**config.mk**
```make
export PLATFORM = sky130hd
export DESIGN_NAME = pcss_link_tx
export DESIGN_NICKNAME = d
export VERILOG_FILES = /design/src/rtl/pcss_link_tx.sv
export SDC_FILE = /design/constraint.sdc
export NUM_CORES = 1
export LEC_CHECK = 0
export CORE_AREA = 2 2 120 122
export DETAILED_ROUTE_END_ITERATION = 12
export DIE_AREA = 0 0 122 124
export PLACE_DENSITY = 0.67
export SLEW_MARGIN = 5
export SYNTH_ARGS = -nofsm -noshare
export SYNTH_HDL_FRONTEND = slang
export SYNTH_SLANG_ARGS = --single-unit
```
**constraint.sdc**
```tcl
create_clock -name clk -period 5.4 [get_ports clk]
set_clock_uncertainty 0.2 [all_clocks]
set_input_delay 1.62 -clock clk [delete_from_list [all_inputs] [get_ports clk]]
set_output_delay 1.62 -clock clk [all_outputs]
set_load 0.05 [all_outputs]
```
**src/rtl/pcss_link_tx.sv**
```systemverilog
// Link transmit stage: splits AXI-stream host words into parity-protected flits
// and rewinds to the flit the chip reports as corrupted.
module pcss_link_tx #(
  parameter int DATA_WIDTH     = 64,
  parameter int CHIPDATA_WIDTH = 16,
  parameter int PAR_ODD        = 0,
  parameter int ERR_CNT_W      = 8
) (
  input  logic                      clk,
  input  logic                      rst_n,
  input  logic [DATA_WIDTH-1:0]     S_AXIS_tdata,
  input  logic                      S_AXIS_tvalid,
  input  logic [DATA_WIDTH/8-1:0]   S_AXIS_tkeep,
  input  logic                      S_AXIS_tlast,
  output logic                      S_AXIS_tready,
  output logic [CHIPDATA_WIDTH-1:0] send_data_out,
  output logic                      send_data_valid,
  output logic                      send_data_par,
  input  logic                      send_data_ready,
  input  logic                      send_data_err,
  output logic [ERR_CNT_W-1:0]      err_cnt,
  output logic                      busy,
  output logic [1:0]                dbg_state
);

  localparam int NFLIT = DATA_WIDTH / CHIPDATA_WIDTH;
  localparam int BPF   = CHIPDATA_WIDTH / 8;
  localparam int IDX_W = (NFLIT > 1) ? $clog2(NFLIT) : 1;
  localparam int CNT_W = $clog2(NFLIT + 1);

  typedef enum logic [1:0] {
    ST_IDLE = 2'd0,
    ST_SEND = 2'd1,
    ST_HOLD = 2'd2
  } state_e;

  state_e                    state_q, state_d;
  logic [DATA_WIDTH-1:0]     word_q, word_d;
  logic [CNT_W-1:0]          nflit_q, nflit_d;
  logic [IDX_W-1:0]          idx_q, idx_d;
  logic                      acc_prev_q, acc_prev_d;
  logic [IDX_W-1:0]          idx_prev_q, idx_prev_d;
  logic [ERR_CNT_W-1:0]      err_cnt_q, err_cnt_d;
  logic [CHIPDATA_WIDTH-1:0] data_q, data_d;
  logic                      valid_q, valid_d;
  logic                      par_q, par_d;
  logic                      tready_q, tready_d;

  logic [CNT_W-1:0]          nflit_in;
  logic                      word_acc;
  logic                      flit_acc;
  logic                      rewind;
  logic                      unused_ok;

  // Both links use strict valid/ready: a transfer happens on the rising edge
  // where valid && ready are both high; valid never waits on ready.
  assign word_acc  = S_AXIS_tvalid && tready_q;
  assign flit_acc  = valid_q && send_data_ready;
  // err refers to the flit accepted one edge earlier, so it needs acc_prev_q.
  assign rewind    = send_data_err && acc_prev_q;
  assign unused_ok = ^{S_AXIS_tlast, S_AXIS_tkeep};

  // Flits are counted only up to the first cleared keep bit.
  always_comb begin
    logic gap;
    nflit_in = '0;
    gap      = 1'b0;
    for (int k = 0; k < NFLIT; k++) begin
      if (!gap && S_AXIS_tkeep[k*BPF]) nflit_in = nflit_in + CNT_W'(1);
      else                             gap      = 1'b1;
    end
  end

  always_comb begin
    state_d    = state_q;
    word_d     = word_q;
    nflit_d    = nflit_q;
    idx_d      = idx_q;
    acc_prev_d = flit_acc;
    idx_prev_d = idx_q;
    err_cnt_d  = err_cnt_q;
    if (send_data_err && (err_cnt_q != {ERR_CNT_W{1'b1}}))
      err_cnt_d = err_cnt_q + ERR_CNT_W'(1);

    case (state_q)
      ST_IDLE: begin
        if (word_acc && (nflit_in != '0)) begin
          word_d  = S_AXIS_tdata;
          nflit_d = nflit_in;
          idx_d   = '0;
          state_d = ST_SEND;
        end
      end
      ST_SEND: begin
        if (rewind) begin
          idx_d = idx_prev_q;
        end else if (flit_acc) begin
          if (CNT_W'(idx_q) == nflit_q - CNT_W'(1)) state_d = ST_HOLD;
          else                                       idx_d   = idx_q + IDX_W'(1);
        end
      end
      ST_HOLD: begin
        if (rewind) begin
          idx_d   = idx_prev_q;
          state_d = ST_SEND;
        end else begin
          state_d = ST_IDLE;
        end
      end
      default: state_d = ST_IDLE;
    endcase

    // Output flops are loaded from next-state so they line up with the FSM.
    data_d   = word_d[idx_d*CHIPDATA_WIDTH +: CHIPDATA_WIDTH];
    par_d    = (PAR_ODD != 0) ? ~^data_d : ^data_d;
    valid_d  = (state_d == ST_SEND);
    tready_d = (state_d == ST_IDLE);
  end

  always_ff @(posedge clk or negedge rst_n) begin
    if (!rst_n) begin
      state_q    <= ST_IDLE;
      word_q     <= '0;
      nflit_q    <= '0;
      idx_q      <= '0;
      acc_prev_q <= 1'b0;
      idx_prev_q <= '0;
      err_cnt_q  <= '0;
      data_q     <= '0;
      valid_q    <= 1'b0;
      par_q      <= 1'b0;
      tready_q   <= 1'b1;
    end else begin
      state_q    <= state_d;
      word_q     <= word_d;
      nflit_q    <= nflit_d;
      idx_q      <= idx_d;
      acc_prev_q <= acc_prev_d;
      idx_prev_q <= idx_prev_d;
      err_cnt_q  <= err_cnt_d;
      data_q     <= data_d;
      valid_q    <= valid_d;
      par_q      <= par_d;
      tready_q   <= tready_d;
    end
  end

  assign S_AXIS_tready   = tready_q;
  assign send_data_out   = data_q;
  assign send_data_valid = valid_q;
  assign send_data_par   = par_q;
  assign err_cnt         = err_cnt_q;
  assign busy            = (state_q != ST_IDLE);
  assign dbg_state       = state_q;

endmodule
```
; Yosys cells after proc, flatten, opt, wreduce, memory -nomap -nowiden
; Cells that the tools add are included.
[op_classes]
add_sub_neg = 6
reduce_logical = 16
shifts = 1
n_mux = 21
n_eq_ne = 5
[op_table]
columns = cell, count
row1 = $mux W64, 2
row2 = $shiftx A64 B7 Y16, 1
row3 = $mux W2, 10
row4 = $reduce_xor A16 Y1, 1
row5 = $pmux W2 S3, 2
row6 = $add A8 B1 Y8 const B, 1
row7 = $logic_and A1 B1 Y1, 8
row8 = $ne A8 B8 Y1 const B, 1
row9 = $add A3 B1 Y3 const B, 2
row10 = $mux W3, 2
row11 = $mux W1, 5
row12 = $eq A2 B1 Y1 const B, 2
row13 = $logic_not A2 Y1, 2
row14 = $eq A2 B3 Y1, 1
row15 = $reduce_bool A3 Y1, 1
row16 = $sub A3 B1 Y3 const B, 1
row17 = $add A1 B1 Y2 const B, 1
row18 = $add A2 B1 Y2 const B, 1
row19 = $eq A2 B2 Y1 const B, 1
row20 = $logic_not A1 Y1, 2
row21 = $reduce_and A2 Y1, 1
row22 = $reduce_bool A2 Y1, 1
[word_totals]
elab_cells = 60
ff_bits = 101
output_inout_bits = 30
input_bits = 78

; Longest topological paths before layout
; Gate-level depths: netlist (run 1).
[logic_depth]
depth_word = 14
depth_mapped = 15
mapped_depth_nobuf = 13

; Worst setup path after synthesis (run 1)
; Ideal clock, no wire load.
[synth_path]
path_kind = input-to-reg
from = input S_AXIS_tkeep[4]
to = register par_q (netlist: send_data_par)
cell_stages = 13
setup_ns = 0.134
arrival_ns = 4.410
t_required_ns = 5.066
slack_ns = 0.657
n_path_buf = 1
cell_sequence = inv_1 a21boi_0 ha_1 nand4b_1 nor2_1 o21a_1 o21ai_0 a211oi_1 buf_4 mux2i_4 xor2_2 xnor3_1 xnor3_1
[synth_between]
elab_chain_cells = 11
elab_cells_between_ends = 15
cone_classes = add/sub (1) / shift (1) / mux (7) / reduce/logical (6)
[synth_rtl]
columns = element, line
row1 = from (decl), 13  ; input logic [DATA_WIDTH/8-1:0] S_AXIS_tkeep,
row2 = $logic_and A1 B1 Y1 (*), 69  ; if (!gap && S_AXIS_tkeep[k*BPF]) nflit_in = nflit_in + CNT_W'(1);
row3 = "parallel branches: the longest is 3 deep, another holds $add A3 B1 Y3", --
row4 = $mux W3 (*), 69
row5 = $reduce_bool A3 Y1 (*), 87  ; if (word_acc && (nflit_in != '0)) begin
row6 = $logic_and A1 B1 Y1 (*), 87
row7 = $mux W2 or $mux W64 (tied branches), 87
row8 = $pmux W2 S3 or $mux W64 (tied branches), 85  ; case (state_q)
row9 = $shiftx A64 B7 Y16 (*), 114  ; data_d = word_d[idx_d*CHIPDATA_WIDTH +: CHIPDATA_WIDTH];
row10 = named net data_d[5], 44  ; logic [CHIPDATA_WIDTH-1:0] data_q, data_d;
row11 = $reduce_xor A16 Y1 (*), 115  ; par_d = (PAR_ODD != 0) ? ~^data_d : ^data_d;
row12 = named net par_d, 46  ; logic par_q, par_d;
row13 = to (signal assigned), 143  ; par_q <= par_d;
row14 = to (decl), 46
; Mark *: on every way through the listed nets, which the timed path passes.
; A chain may end at the register's enable or synchronous reset.

; Worst setup path in the final report (run 1)
[layout_path]
from = input S_AXIS_tkeep[0]
to = register par_q (netlist: send_data_par)
[layout_between]
elab_chain_cells = 14
elab_cells_between_ends = 23
cone_classes = add/sub (3) / shift (1) / mux (11) / reduce/logical (8)
[layout_rtl]
columns = element, line
row1 = "parallel branches: the longest is 7 deep, another holds $add A3 B1 Y3", --
row2 = $mux W3 (*), 69
row3 = $reduce_bool A3 Y1 (*), 87
row4 = $logic_and A1 B1 Y1 (*), 87
row5 = $mux W2 or $mux W64 (tied branches), 87
row6 = $pmux W2 S3 or $mux W64 (tied branches), 85
row7 = $shiftx A64 B7 Y16 (*), 114
row8 = named net data_d[11], 44
row9 = $reduce_xor A16 Y1 (*), 115
row10 = named net par_d, 46
; Marks and branches as above.

==> results.txt, run 1 <==
Commonest cells after routing, fill and taps aside: clkdlybuf4s50_1 (101), dfrtp_1 (100), mux2_2 (55), mux2i_1 (38)
Mapped Area: 0.00477 mm2
Starting DRT DRC Count: 158
Routed vias/inst: 4.77
Fin crit share: 93.8%
ANT nets after route: 0
Hold path start: word_q[5]
# DRC: 0
Non-filler cells, final: 659
Vias in the first global route: 3307
Final slew viol count: 0
Hold WS: 281 ps
Final GP Congestion: 0.841
Largest net degree at the start of global routing: 63
R2R Path Start: nflit_q[0]
Port Buffers: 102
Post-Syn Nets: 440
Clock transition at path regs: 70 ps
Critical Path RT: 5420 ps
FP Rows: 43
Yosys warns: 0
Die Area: 0.0151 mm2
Syn Inst Count: 359
CTS tree: done
Status: finished clean
Worst path arrival time: 5090 ps
Diodes inserted: 0
Layout cells sized above 1: 20.9%
Global-route usage over all layers: 14.1%
P&R area growth vs syn: 32.8%
Commonest non-fill, non-tap cell in the layout: clkdlybuf4s50_1
Startpoint Class: input port
FFs w/ async S/R, synth: 100%
Maximum fanout along the worst path: 9
Core area: 0.0137 mm2
Avg Cell Area, Syn: 13.3 um2
Ys flop type: dfrtp_1
Cts hold-fix bufs: 0
Reg area: 0.00253 mm2
Min cycle time layout: 5060 ps
Worst slew pin tran: 710 ps
Final worst slack: 337 ps
Total CTS buffers: 9
Layout filler cell count: 1288
Max cap viols: 0
Die X: 122 um
Worst Setup SP: S_AXIS_tkeep[0]
HP Class: reg -> reg
Postcts setup bufs: 0
Post-synth cell types: 49
Global route overflow: 0
Die height: 124 um
Top-Level Pins: 108
DP Worst Slack: -63.8 ps
Clock Path Buffers: 2
CP Class: in -> reg
Sequential fraction of the synthesis area: 53.1%
Antenna violations before repair: 0
Root Driver: clkbuf_16
# nets final: 555
Htree depth: 3
DR vias: 3144
Worst R2R Setup Slack: 1740 ps
First-pass GRT wire length: 16300 um
Clock insertion delay at the later pin of the skew report: 340 ps
Leak: 2.78 nW
CTS Sinks: 101
# resized after CTS: 0
Placed insts: 643
WL/cell: 15.5 um
EDFF count, synth: 0
Multi-input logic area: 0.00210 mm2
Worst slew margin: 52.7%
Pwr dens: 764 mW/mm2
Fmax achieved: 198 MHz
Routed WL: 10200 um
Post-DP HPWL: 7460 um
Pre-antenna DRT Iters: 5
VDD IR max: 0.000556 V
Starting Density: 34.7%
RSZ-0062 raised after global routing: false
Setup violations, final: 0
Synth Register Bits: 101
Worst Setup End Kind: register
Final Hold Viols: 0
[synth_stat cells, types with 8 or more instances]
cell	count	area [um2]
mux2_2	55	619
xor2_1	9	78.8
nor2_1	12	45.0
mux2i_1	38	380
xnor2_1	17	149
nand2_1	16	60.1
mux2_1	8	90.1
a21oi_1	9	45.0
dfrtp_1	100	2500
o21ai_0	9	45.0
o211ai_1	8	60.1
[metrics by stage]
step	instance area [um2]	power, mW	setup TNS (ps)	utilization (%)
after global routing	6330	5.20	0	46.1
after CTS	6330	4.93	0	46.1
after global placement	6060	4.24	0	44.2
after detailed placement	6060	4.31	-63.8	44.2
after floorplan	4770	3.55	0	-
final	6330	4.83	0	46.1
[final cells by class]
type / instances / area share, %
multi-input cells: 235 / 33.2
inverters: 7 / 0.415
flip-flops and latches: 101 / 40.0
repair buffers: 120 / 18.6
well taps: 180 / 3.56
clock inverters: 4 / 0.376
clock buffers: 12 / 3.89
[final timing paths]
kind | end | cells past startpoint
setup reg to reg | send_data_par | 12
hold reg to reg | word_q[5] | 1
hold / removal | word_q[5] | 1
setup / recovery | send_data_par | 13
max in group asynchronous | send_data_out[14] | 2
min in group asynchronous | err_cnt[6] | 2
[cells by family (layout without fill, tap and decap cells)]
logic type                 Yosys count  in the layout  share of synthesized area [%]
AOI/OAI and AO/OA                   40             40                           5.96
xor gates and xnor gates            30             30                           6.54
adders and majority gates            3              3                          0.788
buffers and inverters               23            143                           3.15
DFF                                101            101                           53.1
muxes                              105            105                           24.4
and+or+nand+nor                     57             57                           6.12
[power breakdown]
| part | total, mW | switching [mW] | internal (mW) |
|---|---|---|---|
| logic | 2.92 | 1.41 | 1.51 |
| clock network | 0.598 | 0.274 | 0.324 |
| registers | 1.32 | 0.171 | 1.14 |
[sequential cells by signal (all words and copies together), names as in the netlist]
name	cells
word_q	64
nflit_q	3
idx_prev_d	2
err_cnt	8
acc_prev_q	1
dbg_state	2
idx_prev_q	2
send_data_par	1
send_data_out	16
send_data_valid	1
S_AXIS_tready	1
[worst max-delay path, stage by stage]
cell and delay, ps:
clkdlybuf4s50_1 500, a21boi_0 320, ha_1 320, nand4b_1 220, nor4_1 220, a41o_2 200, nor2_4 60, inv_2 210
mux2i_1 120, mux2i_1 200, xnor3_1 450, xnor3_1 240, xnor3_1 380
[metal layers]
layer | vias up | share of wire [%] | wire length, um | track usage [%]
met2 | 85 | 49 | 4970 | 23.1
met5 | - | 0 | 0 | 0
li1 | 1499 | - | - | -
met4 | 0 | 1.4 | 145 | 5.75
met3 | 9 | 6.4 | 652 | 4.21
met1 | 1551 | 44 | 4440 | 17.4
Power figures use the tool's default switching activity.
==> inputs of run 2 (changes only) <==
- ABC_AREA: default -> 0
- CTS_CLUSTER_DIAMETER: default -> 200
==> results of run 2 <==
Final layout, timing and power as in run 1 (identical DEF).
==> inputs of run 3 (changes only) <==
- PLACE_DENSITY: 0.67 -> default
==> run 3 against run 2 <==
Effect of this change:
- combinational power is 1% higher
- non-clock buffer count rose by 4
- highest routed layer unchanged
- flip-flop and latch count is the same
- maximum frequency down 1.6%
==> results.txt, run 3 (same netlist as run 1, synthesis figures left out) <==
Root Driver: clkbuf_16
Post-DP Area: 0.00609 mm2
FP Rows: 43
Worst Setup End Kind: register
Core area: 0.0137 mm2
R2R Path Start: nflit_q[0]
Cts hold-fix bufs: 0
Final Hold Viols: 0
Die height: 124 um
Fin crit share: 95.3%
Fmax achieved: 194 MHz
WL/cell: 15.4 um
Grt met1 use: 18.6%
Clock network fraction of design power: 13.1%
Max cap viols: 0
RSZ-0062 raised after global routing: false
Routed vias/inst: 4.76
HP Class: reg -> reg
# nets final: 559
Clock transition at path regs: 70 ps
Global route overflow: 0
Setup TNS: 0 ps
Starting Density: 34.7%
Hold path start: word_q[0]
CTS Sinks: 101
Htree depth: 3
CP Class: in -> reg
Commonest non-fill, non-tap cell in the layout: clkdlybuf4s50_1
Clock Path Buffers: 2
Diodes inserted: 0
Postcts setup bufs: 0
Leak: 2.81 nW
Int Power: 3.05 mW
Global-route usage over all layers: 14.7%
Min cycle time layout: 5150 ps
Worst slew margin: 37.6%
Pre-antenna DRT Iters: 4
Top-Level Pins: 108
Final GP Congestion: 0.875
Worst R2R Setup Slack: 1730 ps
Pwr dens: 771 mW/mm2
First-pass GRT wire length: 17000 um
Starting DRT DRC Count: 142
Placed insts: 647
DR vias: 3159
VDD IR max: 0.000552 V
Largest register FFs: 64
Port Buffers: 102
Seq pwr share: 26.7%
GRT Max-Usage Layer: met2
# resized after CTS: 0
Startpoint Class: input port
Met2 usage: 23.0%
Logic pwr share: 60.1%
NetSw: 1.87 mW
Die Area: 0.0151 mm2
Total CTS buffers: 9
Critical Path RT: 5430 ps
Worst slew pin tran: 936 ps
Post-DP HPWL: 7490 um
Routing usage on met3: 5.68%
CTS tree: done
Setup violations, final: 0
# DRC: 0
Final slew viol count: 0
Status: finished clean
Routed WL: 10200 um
Die X: 122 um
Largest net degree at the start of global routing: 76
ANT nets after route: 0
Clock insertion delay at the later pin of the skew report: 350 ps
Antenna violations before repair: 0
Commonest cells after routing, fill and taps aside: clkdlybuf4s50_1 (101), dfrtp_1 (100), mux2_2 (55), mux2i_1 (38), buf_4 (21)
Layout cells sized above 1: 21.7%
Final Cell Area: 0.00638 mm2
Power Total: 4.92 mW
Maximum fanout along the worst path: 4
Worst path arrival time: 5170 ps
Sw Ratio: 38.0%
Largest reg by FF count: word_q
Worst Setup SP: S_AXIS_tkeep[0]
Vias in the first global route: 3426
P&R area growth vs syn: 33.9%
Non-filler cells, final: 663
-- run 3: worst paths after layout --
kind	end	cells past startpoint
hold reg to reg	word_q[0]	2
setup / recovery	send_data_par	13
setup reg to reg	send_data_par	12
min in group asynchronous	err_cnt[7]	1
max in group asynchronous	word_q[6]	2
hold / removal	word_q[0]	2
-- run 3: per-layer routing --
| layer | share of wire, % | wire length [um] | up-vias |
|---|---|---|---|
| met5 | 0 | 0 | - |
| met4 | 1.7 | 170 | 0 |
| met3 | 7.4 | 761 | 13 |
| met2 | 46 | 4740 | 94 |
| met1 | 45 | 4560 | 1540 |
| li1 | - | - | 1512 |
-- run 3: final cells by class --
type / count / area (um2)
well taps: 180 / 225
repair buffers: 124 / 1210
clock buffers: 11 / 243
clock inverters: 5 / 50.0
inverters: 7 / 26.3
flip-flops and latches: 101 / 2530
multi-input cells: 235 / 2100
fillers: 1270 / 7340
-- run 3: critical path, cell delays in order --
cell and delay, ps:
clkdlybuf4s50_1 510, a21boi_0 350, ha_1 320, nand4b_1 210
nor2_1 140, o21a_1 120, o21ai_0 130, a211oi_4 250
buf_4 220, mux2i_1 370, xnor3_1 300, xnor3_1 240
xnor3_1 380
-- run 3: per-stage QoR --
stage,util (%),hold WS [ps],setup WS [ps]
6_report,46.5,281,254
5_1_grt,46.5,295,93.5
4_1_cts,46.5,286,267
3_5_place_dp,44.4,266,-96.4
3_3_place_gp,44.4,262,-85.1
2_1_floorplan,-,230,657
-- run 3: power by group through the flow --
| stage | Sequential, mW | Clock, mW | Combinational, mW |
|---|---|---|---|
| detailed placement | 1.33 | 0 | 3.01 |
| floorplan | 1.62 | 0 | 1.93 |
| global placement | 1.32 | 0 | 2.97 |
| finish | 1.32 | 0.646 | 2.96 |
| global route | 1.36 | 0.701 | 3.22 |
| CTS | 1.32 | 0.671 | 3.02 |
